### config.mk
export PLATFORM = sky130hd
export DESIGN_NAME = instr_fetch_unit
export DESIGN_NICKNAME = d
export VERILOG_FILES = /design/src/rtl/instr_fetch_unit.sv
export SDC_FILE = /design/constraint.sdc
export NUM_CORES = 1
export LEC_CHECK = 0
export BUFFER_PORTS_ARGS = -buffer_cell sky130_fd_sc_hd__buf_2
export CAP_MARGIN = 0
export CORE_AREA = 4 4 137 139
export DETAILED_ROUTE_END_ITERATION = 12
export DIE_AREA = 0 0 141 143
export PLACE_DENSITY = 0.77
export SLEW_MARGIN = 25
export SYNTH_ARGS = -nofsm -noshare
export SYNTH_HDL_FRONTEND = slang
export SYNTH_SLANG_ARGS = --single-unit
### constraint.sdc
create_clock -name clk -period 5.2 [get_ports clk]
set_clock_uncertainty 0.05 [all_clocks]
set_input_delay 0.52 -clock clk [delete_from_list [all_inputs] [get_ports clk]]
set_output_delay 0.52 -clock clk [all_outputs]
set_load 0.02 [all_outputs]
### src/rtl/instr_fetch_unit.sv
// Instruction fetch unit: front end of the MIPS-32 core.
//
// Holds the PC, fetches instruction words from instruction memory over a
// req/ack handshake, and presents each word together with its PC and opcode
// field to the decoder/datapath over a valid/ready handshake. Branch and jump
// redirects from downstream recompute the PC and squash any wrong-path fetch.
//
// Optional build macro: FETCH_PERF_CNT_EN adds fetch_count / flush_count.
//
// Ports:
//   clk, reset        core clock, asynchronous active-high reset
//   imem_req/addr     instruction memory request and byte address
//   imem_ack/rdata    memory response strobe and instruction word
//   instr_valid/ready downstream handshake for instr/instr_pc/opcode
//   instr, instr_pc   fetched instruction and its address
//   opcode            instr[31:26], always driven
//   redirect_branch   taken beq/bne, target = base+4 + sext(imm[15:0])<<2
//   redirect_jump     j, target = {base+4 [31:28], imm, 2'b00}; wins over branch
//   redirect_base_pc  PC of the redirecting instruction
//   redirect_imm      26-bit immediate field
//   fetch_count       (optional) accepted instructions
//   flush_count       (optional) redirects that squashed a fetch
module instr_fetch_unit #(
  parameter logic [31:0] RESET_PC = 32'h0000_0000
) (
  input  logic        clk,
  input  logic        reset,
  output logic        imem_req,
  output logic [31:0] imem_addr,
  input  logic        imem_ack,
  input  logic [31:0] imem_rdata,
  output logic        instr_valid,
  input  logic        instr_ready,
  output logic [31:0] instr,
  output logic [31:0] instr_pc,
  output logic [5:0]  opcode,
  input  logic        redirect_branch,
  input  logic        redirect_jump,
  input  logic [31:0] redirect_base_pc,
  input  logic [25:0] redirect_imm
`ifdef FETCH_PERF_CNT_EN
  ,
  output logic [31:0] fetch_count,
  output logic [31:0] flush_count
`endif
);

  typedef enum logic [1:0] {StIdle, StFetch, StValid, StDrain} state_e;

  state_e      state_q, state_d;
  logic [31:0] pc_q, pc_d;
  logic [31:0] instr_q, instr_d;
  logic [31:0] instr_pc_q, instr_pc_d;
  // Address of the in-flight request that must still be acked in DRAIN.
  logic [31:0] drain_addr_q, drain_addr_d;

  logic        redirect;
  logic [31:0] base_plus4;
  logic [31:0] branch_off;
  logic [31:0] target;

  assign redirect   = redirect_branch | redirect_jump;
  assign base_plus4 = redirect_base_pc + 32'd4;
  assign branch_off = {{14{redirect_imm[15]}}, redirect_imm[15:0], 2'b00};
  assign target     = redirect_jump ? {base_plus4[31:28], redirect_imm, 2'b00}
                                    : base_plus4 + branch_off;

  always_comb begin
    state_d      = state_q;
    pc_d         = pc_q;
    instr_d      = instr_q;
    instr_pc_d   = instr_pc_q;
    drain_addr_d = drain_addr_q;
    unique case (state_q)
      StIdle: begin
        state_d = StFetch;
        if (redirect) pc_d = target;
      end
      StFetch: begin
        if (redirect) begin
          pc_d = target;
          if (imem_ack) begin
            // Wrong-path word arrives with the redirect: drop it, refetch.
            state_d = StFetch;
          end else begin
            // Request already issued; its ack must be absorbed first.
            drain_addr_d = pc_q;
            state_d      = StDrain;
          end
        end else if (imem_ack) begin
          instr_d    = imem_rdata;
          instr_pc_d = pc_q;
          pc_d       = pc_q + 32'd4;
          state_d    = StValid;
        end
      end
      StValid: begin
        if (redirect) begin
          pc_d    = target;
          state_d = StFetch;
        end else if (instr_ready) begin
          state_d = StFetch;
        end
      end
      StDrain: begin
        if (redirect) pc_d = target;
        if (imem_ack) state_d = StFetch;
      end
      default: state_d = StIdle;
    endcase
  end

  always_ff @(posedge clk or posedge reset) begin
    if (reset) begin
      state_q      <= StIdle;
      pc_q         <= RESET_PC;
      instr_q      <= 32'h0;
      instr_pc_q   <= 32'h0;
      drain_addr_q <= 32'h0;
    end else begin
      state_q      <= state_d;
      pc_q         <= pc_d;
      instr_q      <= instr_d;
      instr_pc_q   <= instr_pc_d;
      drain_addr_q <= drain_addr_d;
    end
  end

  always_comb begin
    imem_req    = 1'b0;
    imem_addr   = 32'h0;
    instr_valid = 1'b0;
    unique case (state_q)
      StFetch: begin
        imem_req  = 1'b1;
        imem_addr = pc_q;
      end
      StDrain: begin
        imem_req  = 1'b1;
        imem_addr = drain_addr_q;
      end
      StValid: instr_valid = 1'b1;
      default: ;
    endcase
  end

  assign instr    = instr_q;
  assign instr_pc = instr_pc_q;
  assign opcode   = instr_q[31:26];

`ifdef FETCH_PERF_CNT_EN
  logic        accept;
  logic        flush;
  logic [31:0] fetch_count_q, flush_count_q;

  // A redirect in VALID still honours a same-cycle handshake.
  assign accept = (state_q == StValid) && instr_ready;
  // Redirects in FETCH (ack or not) and VALID squash work; IDLE/DRAIN do not.
  assign flush  = redirect && ((state_q == StFetch) || (state_q == StValid));

  always_ff @(posedge clk or posedge reset) begin
    if (reset) begin
      fetch_count_q <= 32'h0;
      flush_count_q <= 32'h0;
    end else begin
      if (accept) fetch_count_q <= fetch_count_q + 32'd1;
      if (flush)  flush_count_q <= flush_count_q + 32'd1;
    end
  end

  assign fetch_count = fetch_count_q;
  assign flush_count = flush_count_q;
`endif

endmodule

# ---- Word-level counts from Yosys, hierarchy flattened
# Index checks and enable logic that the tools add are counted.
dict set report totals {
  regBits 130
  input_bits 96
  output_inout_bits 104
  word_cells 40
}
dict set report op_classes {
  n_addsub 3
  n_eq_ne 7
  n_mux 15
  bitwise_logic 3
  n_reduce_logical 7
}
# operator n
set ops {}
lappend ops {{32-bit 2-to-1 mux} 4}
lappend ops {{32-bit one-hot mux with 2 select lines} 2}
lappend ops {{32-bit by 3-bit adder with 32-bit output (second input constant)} 2}
lappend ops {{32-bit adder} 1}
lappend ops {{2-bit 2-to-1 mux} 6}
lappend ops {{3-bit AND reduction} 3}
lappend ops {{2-bit one-hot mux with 4 select lines} 1}
lappend ops {{3-bit != test (second input constant)} 2}
lappend ops {{2-bit == test (second input constant)} 2}
lappend ops {{3-bit OR reduction} 1}
lappend ops {{2-bit by 1-bit == test with 1-bit output (second input constant)} 1}
lappend ops {{2-bit logical NOT} 1}
lappend ops {{1-bit 2-to-1 mux} 2}
lappend ops {{2-bit by 1-bit != test with 1-bit output (second input constant)} 1}
lappend ops {{2-bit != test (second input constant)} 1}
lappend ops {{1-bit NOT} 2}
lappend ops {{2-bit AND reduction} 1}
lappend ops {{2-bit OR reduction} 1}
lappend ops {{1-bit bitwise OR} 1}

# ---- Logic depth before layout (Yosys ltp)
# Gate-level depths: netlist of run 1.
dict set report logic_depth {
  word_depth 5
  mapped_depth 16
  depth_no_buf 16
}

# ---- Worst setup path after synthesis of run 1
# OpenSTA, ideal clock, no wires.
dict set report synth_path {
  path_type {input-to-reg}
  startpoint {in redirect_base_pc[13]}
  endpoint {reg pc_q[30]}
  setup_time_ns 0.131
  arrival_ns 3.221
  required_time_ns 5.019
  setup_slack_ns 1.798
  cell_stages 15
  path_buffers 1
  cell_sequence {and4_1 -> nand4_1 -> and2b_1 -> nand2_1 -> xnor2_1 -> ha_1 -> buf_6 -> a21o_1 -> a21o_1 -> a221oi_2 -> o21bai_1 -> a211oi_2 -> o21ai_1 -> nor4b_1 -> or3_1}
}
dict set report synth_between {
  elab_chain_len 5
  elab_cells_between_ends 6
  classes_between {add/sub (2); mux (4)}
}
# item line_no
set synth_rtl {}
lappend synth_rtl {{from (decl)} 39} ;# input logic [31:0] redirect_base_pc,
lappend synth_rtl {{32-bit by 3-bit adder with 32-bit output *} 63} ;# assign base_plus4 = redirect_base_pc + 32'd4;
lappend synth_rtl {{32-bit adder} 66} ;# : base_plus4 + branch_off;
lappend synth_rtl {{32-bit 2-to-1 mux *} 65} ;# assign target = redirect_jump ? {base_plus4[31:28], redirect_imm, 2'b00}
lappend synth_rtl {{32-bit 2-to-1 mux (on tied branches)} -}
lappend synth_rtl {{32-bit one-hot mux with 2 select lines *} 74} ;# unique case (state_q)
lappend synth_rtl {{to (signal assigned)} 122} ;# pc_q <= pc_d;
lappend synth_rtl {{to (decl)} 51} ;# logic [31:0] pc_q, pc_d;
# Every way passes the cells marked *; elsewhere a longest branch is shown, timed or not. The select of a mux whose other input is x is not followed.
# A chain may end at the register's enable or synchronous reset.

# ---- Final worst setup path of run 1
dict set report layout_path {
  startpoint {in redirect_base_pc[2]}
  endpoint {reg pc_q[29]}
}
# The elaborated chain is that of the path after synthesis.

==> results of run 1 <==
-- worst max-delay path by stage --
stage	endpoint	slack, ns	depth (start not counted)
2_1_floorplan	drain_addr_q[0]	1.16	1
3_3_place_gp	pc_q[30]	1.31	15
3_5_place_dp	pc_q[30]	1.24	15
4_1_cts	pc_q[30]	1.65	15
5_1_grt	pc_q[29]	1.29	16
6_report	pc_q[29]	1.65	16
-- per-layer routing --
metal,track usage,routed length (um)
met5,0,20
met4,0.0724,503
met3,0.0506,1990
met2,0.396,11100
met1,0.309,10500
-- power by group --
group | leakage, nW | switching, mW | internal (mW)
clock network | 0.278 | 0.439 | 0.745
registers | 1.54 | 0.248 | 1.34
logic | 3.09 | 0.949 | 0.631
-- worst register-to-register path: cells and delay by family, from the launching register on --
family,cells,cell delay (ns)
DFF,1,0.73
buffers and inverters,1,0.41
and+or+nand+nor,5,1.35
AOI/OAI and AO/OA,2,0.17
-- state kept, by name, indices dropped and copies added, names as in the netlist --
register and cells:
drain_addr_q 32, instr 32, instr_pc 32, pc_q 32, state_q 2
-- layout by cell type, fill, tap and decap left out, drive strengths merged, types with 3 or more instances in the layout --
master    netlist  layout
nor2b          37      37
a21o           18      18
buf            27     206
xnor2          34      34
o32ai           3       3
mux2           58      58
or3             6       6
dfrtp         130     130
o31ai           3       3
o22ai          10      10
clkbuf         26      21
a211oi         11      11
nor4            6       6
nand4          18      18
clkinv          0       3
nor3           19      19
clkinvlp        0       5
ha             36      36
and4            6       6
o211ai          5       5
and3           14      14
o21ai          51      51
nand2         176     176
a21oi          56      56
inv            13      14
nand3          32      32
xor2           21      21
nor2           53      53
mux2i          38      38
a31oi           5       5
nand2b          4       4
and2            4       4
a221oi          5       5
o21bai          4       4
-- cell type report --
cell class	instances	area [um^2]
fill	1583	7280
multi-input combinational	766	5120
sequential	130	3260
timing repair buffer	206	1050
clock buffer	21	470
tap	229	287
clock inverter	11	129
inverter	13	51.3
antenna	2	5.00
-- logic make-up after synthesis --
kind of cell | share of synthesized area
and+or+nand+nor | 0.220
xor gates and xnor gates | 0.0556
buffers and inverters | 0.0338
DFF | 0.376
muxes | 0.119
AOI/OAI and AO/OA | 0.142
adders and majority gates | 0.0543
==> impl_metrics.py, run 1 <==
metrics = {
    "sta": {
        "drv_slew": 0,
        "maxSlewHeadroom": 0.377,
        "timing.fmax_ghz": 0.282,
        "fin_crit_ns": 3.55,
        "timing.hold.ws_ns": 0.177,
        "min_period_over_period": 0.683,
        "finalHoldViolations": 0,
        "worst_pin_slew_ns": 0.931,
        "rsz0062_at_grt": "false",
        "setup_ws_ns": 1.65,
        "fin_tns_setup_ns": 0,
        "setup_viol_count_final": 0,
    },
    "place": {
        "gp_congestion": 0.930,
        "port_buffers": 199,
        "placed_area_um2": 9770,
        "dpl.hpwl_um": 18300,
        "dp_cells": 1344,
        "dp_slack_ns": 1.24,
    },
    "drt": {
        "routed_via_density": 5.69,
        "num_vias": 7835,
        "drc_errors": 0,
        "ant_nets": 0,
        "first_pass_iters": 4,
        "wirelength_um": 24100,
        "drt-initial-drc-count": 504,
        "avgRoutedWirePerCell_um": 17.5,
    },
    "finish": {
        "drive_gt1_frac": 0.282,
        "finalNetCount": 1267,
        "final_util": 0.587,
        "area_growth_pct": 19.8,
        "final_cells": 1378,
        "fin_area_um2": 10400,
    },
    "setup_path": {
        "worstPathArrival_ns": 3.81,
        "r2r_slack_ns": 2.34,
        "worstPathMaxFanout": 9,
        "cp-startpoint": "redirect_base_pc[2]",
        "reg2reg_depth": 8,
        "timing.rr.end": "pc_q[27]",
        "end_kind": "flip-flop",
        "worstPathCellList": "buf_2, ha_1, nand3_1, nor3_1, nor2b_1, nand4_1, xnor2_1, ha_1, a21o_1, a31o_2, a21o_1, a21oi_1, o21ai_0, nor3_1, xor2_1, a211oi_1",
        "path_buf_inv": 1,
        "critPathLaunchType": "input port",
        "cp_slowest_cell": "ha_1",
        "path_class": "in -> reg",
        "r2r-start": "state_q[1]",
        "slowest_delay_ns": 0.39,
        "required_ns": 5.46,
        "crit_family": "compound AO/OA/AOI/OAI gates",
    },
    "grt": {
        "antenna_found_initial": 2,
        "grt_pass1_vias": 7593,
        "grt_first_pass_wirelength_um": 38500,
        "groute.usage.overall": 0.236,
        "grt_max_degree": 58,
        "grt_overflow": 0,
    },
    "synthesis": {
        "syn_nets": 1095,
        "ys_async_sr_fraction": 1.00,
        "synth_common_cells": "nand2_1, dfrtp_1, mux2_2, a21oi_1, nor2_1",
        "synth-seq-cells": 130,
        "syn_inst": 962,
        "yosys_warnings": 0,
        "synth_top_area_frac": 0.376,
        "synth_edf_count": 0,
        "ys.flop_type": "dfrtp_1",
        "synth_most_common_cell": "nand2_1",
        "syn_area_per_cell_um2": 9.00,
        "ys_seq_area_frac": 0.376,
        "synthesis.area_um2": 8660,
        "synth_cell_types": 76,
        "synth_area_leaders": "dfrtp_1, nand2_1, mux2_2",
        "yosys.area.top_type": "dfrtp_1",
    },
    "clocking": {
        "cts-resized-gates": 0,
        "clk_pin_slew_ns": 0.06,
        "cts_root_buf": "clkbuf_16",
        "htree_num_levels": 4,
        "cts_max_path_buffers": 2,
        "hold_buffers": 0,
        "cts_buffers": 17,
        "cts.sinks": 130,
        "clkLatencyLatePin_ns": 0.41,
        "cts_tree": "built",
        "post-cts-setup-buffer-count": 0,
    },
    "power": {
        "p_leak_nw": 4.91,
        "power_density_nw_per_um2": 419,
        "ir_worst_vdd_mv": 0.261,
        "fin_total_pwr_mw": 4.35,
    },
    "die": {
        "core_um2": 17700,
        "die_h_um": 143,
        "die_w_um": 141,
        "die-area_um2": 20200,
        "num_rows": 49,
        "pin_count": 200,
        "start_util": 0.490,
    },
    "status": {
        "outcome": "complete, no violations",
    },
    "min_path": {
        "hp-class": "in -> async",
    },
    "run": {
        "cap_violations": 0,
    },
}
Note: power is estimated with default switching activity, not from simulation.
==> inputs of run 2 (changes only) <==
--- a/config.mk
+++ b/config.mk
@@ -5,12 +5,13 @@
 export SDC_FILE = /design/constraint.sdc
 export NUM_CORES = 1
 export LEC_CHECK = 0
+export ABC_AREA = 1
 export BUFFER_PORTS_ARGS = -buffer_cell sky130_fd_sc_hd__buf_2
 export CAP_MARGIN = 0
-export CORE_AREA = 4 4 137 139
+export CORE_AREA = 4 4 143 145
 export DETAILED_ROUTE_END_ITERATION = 12
-export DIE_AREA = 0 0 141 143
-export PLACE_DENSITY = 0.77
+export DIE_AREA = 0 0 147 149
+export PLACE_DENSITY = 0.76
 export SLEW_MARGIN = 25
 export SYNTH_ARGS = -nofsm -noshare
 export SYNTH_HDL_FRONTEND = slang
==> constraint.sdc (replaced) <==
create_clock -name clk -period 3.55 [get_ports clk]
set_clock_uncertainty 0.05 [all_clocks]
set_input_delay 0.355 -clock clk [delete_from_list [all_inputs] [get_ports clk]]
set_output_delay 0.355 -clock clk [all_outputs]
set_load 0.02 [all_outputs]
==> run 2 against run 1 <==
  * Flip-flop and latch count stayed put
  * Worst setup slack worse by 1.2 ns
  * Sequential share of layout area is 2.6 points lower
  * Combinational power is 99% higher
  * Clock power is 50% higher
  * Largest cell class unchanged
  * Highest routed layer is now met4
==> impl_metrics.py, run 2 <==
metrics = {
    "setup_path": {
        "critPathLaunchType": "input port",
        "worstPathMaxFanout": 5,
        "worstPathArrival_ns": 3.36,
        "crit_family": "simple AND/OR/NAND/NOR gates",
        "end_kind": "flip-flop",
        "worstPathCellList": "buf_2, ha_1, nand3_1, nor2_1, nand2_1, nor2_2, inv_1, nor3_1, xor2_1, ha_1, inv_1, nor3_1, nand2_1, inv_1, nand2_1, nand2_1, nor2_1, o21ai_0, nand2_1, nand2_1",
        "cp_slowest_cell": "nor3_1",
        "path_buf_inv": 4,
        "path_common_cell": "nand2_1",
        "slowest_delay_ns": 0.40,
        "required_ns": 3.85,
        "path_class": "in -> reg",
    },
    "synthesis": {
        "ys.flop_type": "dfrtp_1",
        "synth_area_leaders": "dfrtp_1, nand2_1, o21ai_0",
        "ys_seq_area_frac": 0.344,
        "synth_cell_types": 42,
        "synthesis.area_um2": 9470,
        "ys_async_sr_fraction": 1.00,
        "yosys.area.top_type": "dfrtp_1",
        "syn_inst": 1453,
        "synth_edf_count": 0,
        "synth_common_cells": "nand2_1, inv_1, dfrtp_1, o21ai_0, nor2_1",
        "synth_most_common_cell": "nand2_1",
        "synth-seq-cells": 130,
        "syn_nets": 1586,
        "synth_top_area_frac": 0.344,
        "yosys_warnings": 0,
        "syn_area_per_cell_um2": 6.52,
    },
    "power": {
        "combPwrFrac": 0.427,
        "internal_power_mw": 4.19,
        "ir_worst_vdd_mv": 0.385,
        "p_sw_frac": 0.432,
        "p_leak_nw": 6.09,
        "clock_power_share": 0.240,
        "p_seq_frac": 0.333,
        "power_density_nw_per_um2": 653,
        "fin_total_pwr_mw": 7.37,
        "p_switching_mw": 3.18,
    },
    "drt": {
        "num_vias": 10045,
        "wirelength_um": 28700,
        "first_pass_iters": 5,
        "drc_errors": 0,
        "drt-initial-drc-count": 701,
        "ant_nets": 0,
        "avgRoutedWirePerCell_um": 15.0,
        "routed_via_density": 5.26,
    },
    "grt": {
        "grt_pass1_vias": 9222,
        "met3_usage": 0.0374,
        "grt_max_degree": 97,
        "met2_usage": 0.422,
        "groute.usage.overall": 0.259,
        "antenna_found_initial": 0,
        "grtUsageMet1": 0.362,
        "grt_busiest_layer": "met2",
        "grt_overflow": 0,
        "grt_first_pass_wirelength_um": 46400,
    },
    "die": {
        "start_util": 0.493,
        "die-area_um2": 21900,
        "num_rows": 51,
        "die_h_um": 149,
        "core_um2": 19200,
        "pin_count": 200,
        "die_w_um": 147,
    },
    "sta": {
        "fin_tns_setup_ns": 0,
        "setup_viol_count_final": 0,
        "drv_slew": 0,
        "rsz0062_at_grt": "false",
        "worst_pin_slew_ns": 1.02,
        "finalHoldViolations": 0,
        "maxSlewHeadroom": 0.314,
        "fin_crit_ns": 3.06,
        "min_period_over_period": 0.861,
        "timing.fmax_ghz": 0.327,
    },
    "clocking": {
        "clkLatencyLatePin_ns": 0.41,
        "cts_root_buf": "clkbuf_16",
        "cts-resized-gates": 0,
        "post-cts-setup-buffer-count": 0,
        "hold_buffers": 0,
        "clk_pin_slew_ns": 0.06,
        "cts_max_path_buffers": 2,
        "cts.sinks": 130,
        "cts_buffers": 17,
        "cts_tree": "built",
        "htree_num_levels": 4,
    },
    "min_path": {
        "hp-class": "in -> async",
    },
    "finish": {
        "final_common_cell": "nand2_1",
        "drive_gt1_frac": 0.169,
        "area_growth_pct": 19.3,
        "fillCellCount": 1812,
        "finalNetCount": 1765,
        "final_cell_mix": "nand2_1, buf_2, inv_1",
    },
    "place": {
        "port_buffers": 199,
        "dpl.hpwl_um": 22100,
        "gp_congestion": 0.950,
    },
    "run": {
        "cap_violations": 0,
    },
    "status": {
        "outcome": "complete, no violations",
    },
}
## run 2: area by class of cell
class                   instances  area (um^2)  area share
inverters                     170          642      0.0568
repair buffers                216         1150       0.102
diodes                          1         2.50    0.000222
multi-input cells            1097         5310       0.470
well taps                     265          332      0.0294
clock buffers                  20          447      0.0396
clock inverters                12          156      0.0139
flip-flops and latches        130         3250       0.288
## run 2: worst paths after layout
check / start / end / slack [ns] / cells after the start
worst max-delay path: redirect_base_pc[2] / pc_q[22] / 0.49 / 20
worst min-delay path: reset / instr[18] / 0.02 / 2
worst max register to register: state_q[1] / pc_q[24] / 1.36 / 10
worst min register to register: instr[15] / instr[15] / 0.42 / 2
max in group asynchronous: reset / pc_q[27] / 2.64 / 3
min in group clk: imem_rdata[3] / instr[3] / 0.09 / 3
## run 2: kinds of logic (layout without fill, tap and decap cells)
kind of cell / after synthesis / count (layout) / share of synthesized area
AOI/OAI and AO/OA: 217 / 217 / 0.119
xor gates and xnor gates: 33 / 33 / 0.0305
adders and majority gates: 37 / 37 / 0.0497
buffers and inverters: 226 / 418 / 0.0960
DFF: 130 / 130 / 0.344
other: 0 / 1 / 0
and+or+nand+nor: 810 / 810 / 0.361
## run 2: power groups by stage
| stage | Sequential, mW | Clock, mW | Combinational [mW] |
|---|---|---|---|
| after global routing | 2.53 | 1.86 | 3.47 |
| final | 2.45 | 1.77 | 3.15 |
| after floorplan | 2.82 | 0 | 1.68 |
| after global placement | 2.43 | 0 | 3.08 |
| after CTS | 2.45 | 1.79 | 3.16 |
| after detailed placement | 2.46 | 0 | 3.13 |
## run 2: stage by stage
stage | util | cells | hold WS [ns] | setup slack, ns | instance area [um^2]
global route | 0.588 | 1910 | 0.0750 | 0.182 | 11300
CTS | 0.588 | 1910 | 0.0438 | 0.593 | 11300
finish | 0.588 | 1911 | 0.0201 | 0.495 | 11300
floorplan | - | 1453 | 0.403 | 0.816 | 9470
global placement | 0.556 | 1878 | 0.398 | 0.186 | 10700
detailed placement | 0.556 | 1878 | 0.403 | 0.172 | 10700
## run 2: layer usage
layer / vias up / wire length (um)
met5: - / 0
met4: 0 / 631
met3: 40 / 2100
met2: 413 / 13300
met1: 4578 / 12700
li1: 5014 / -
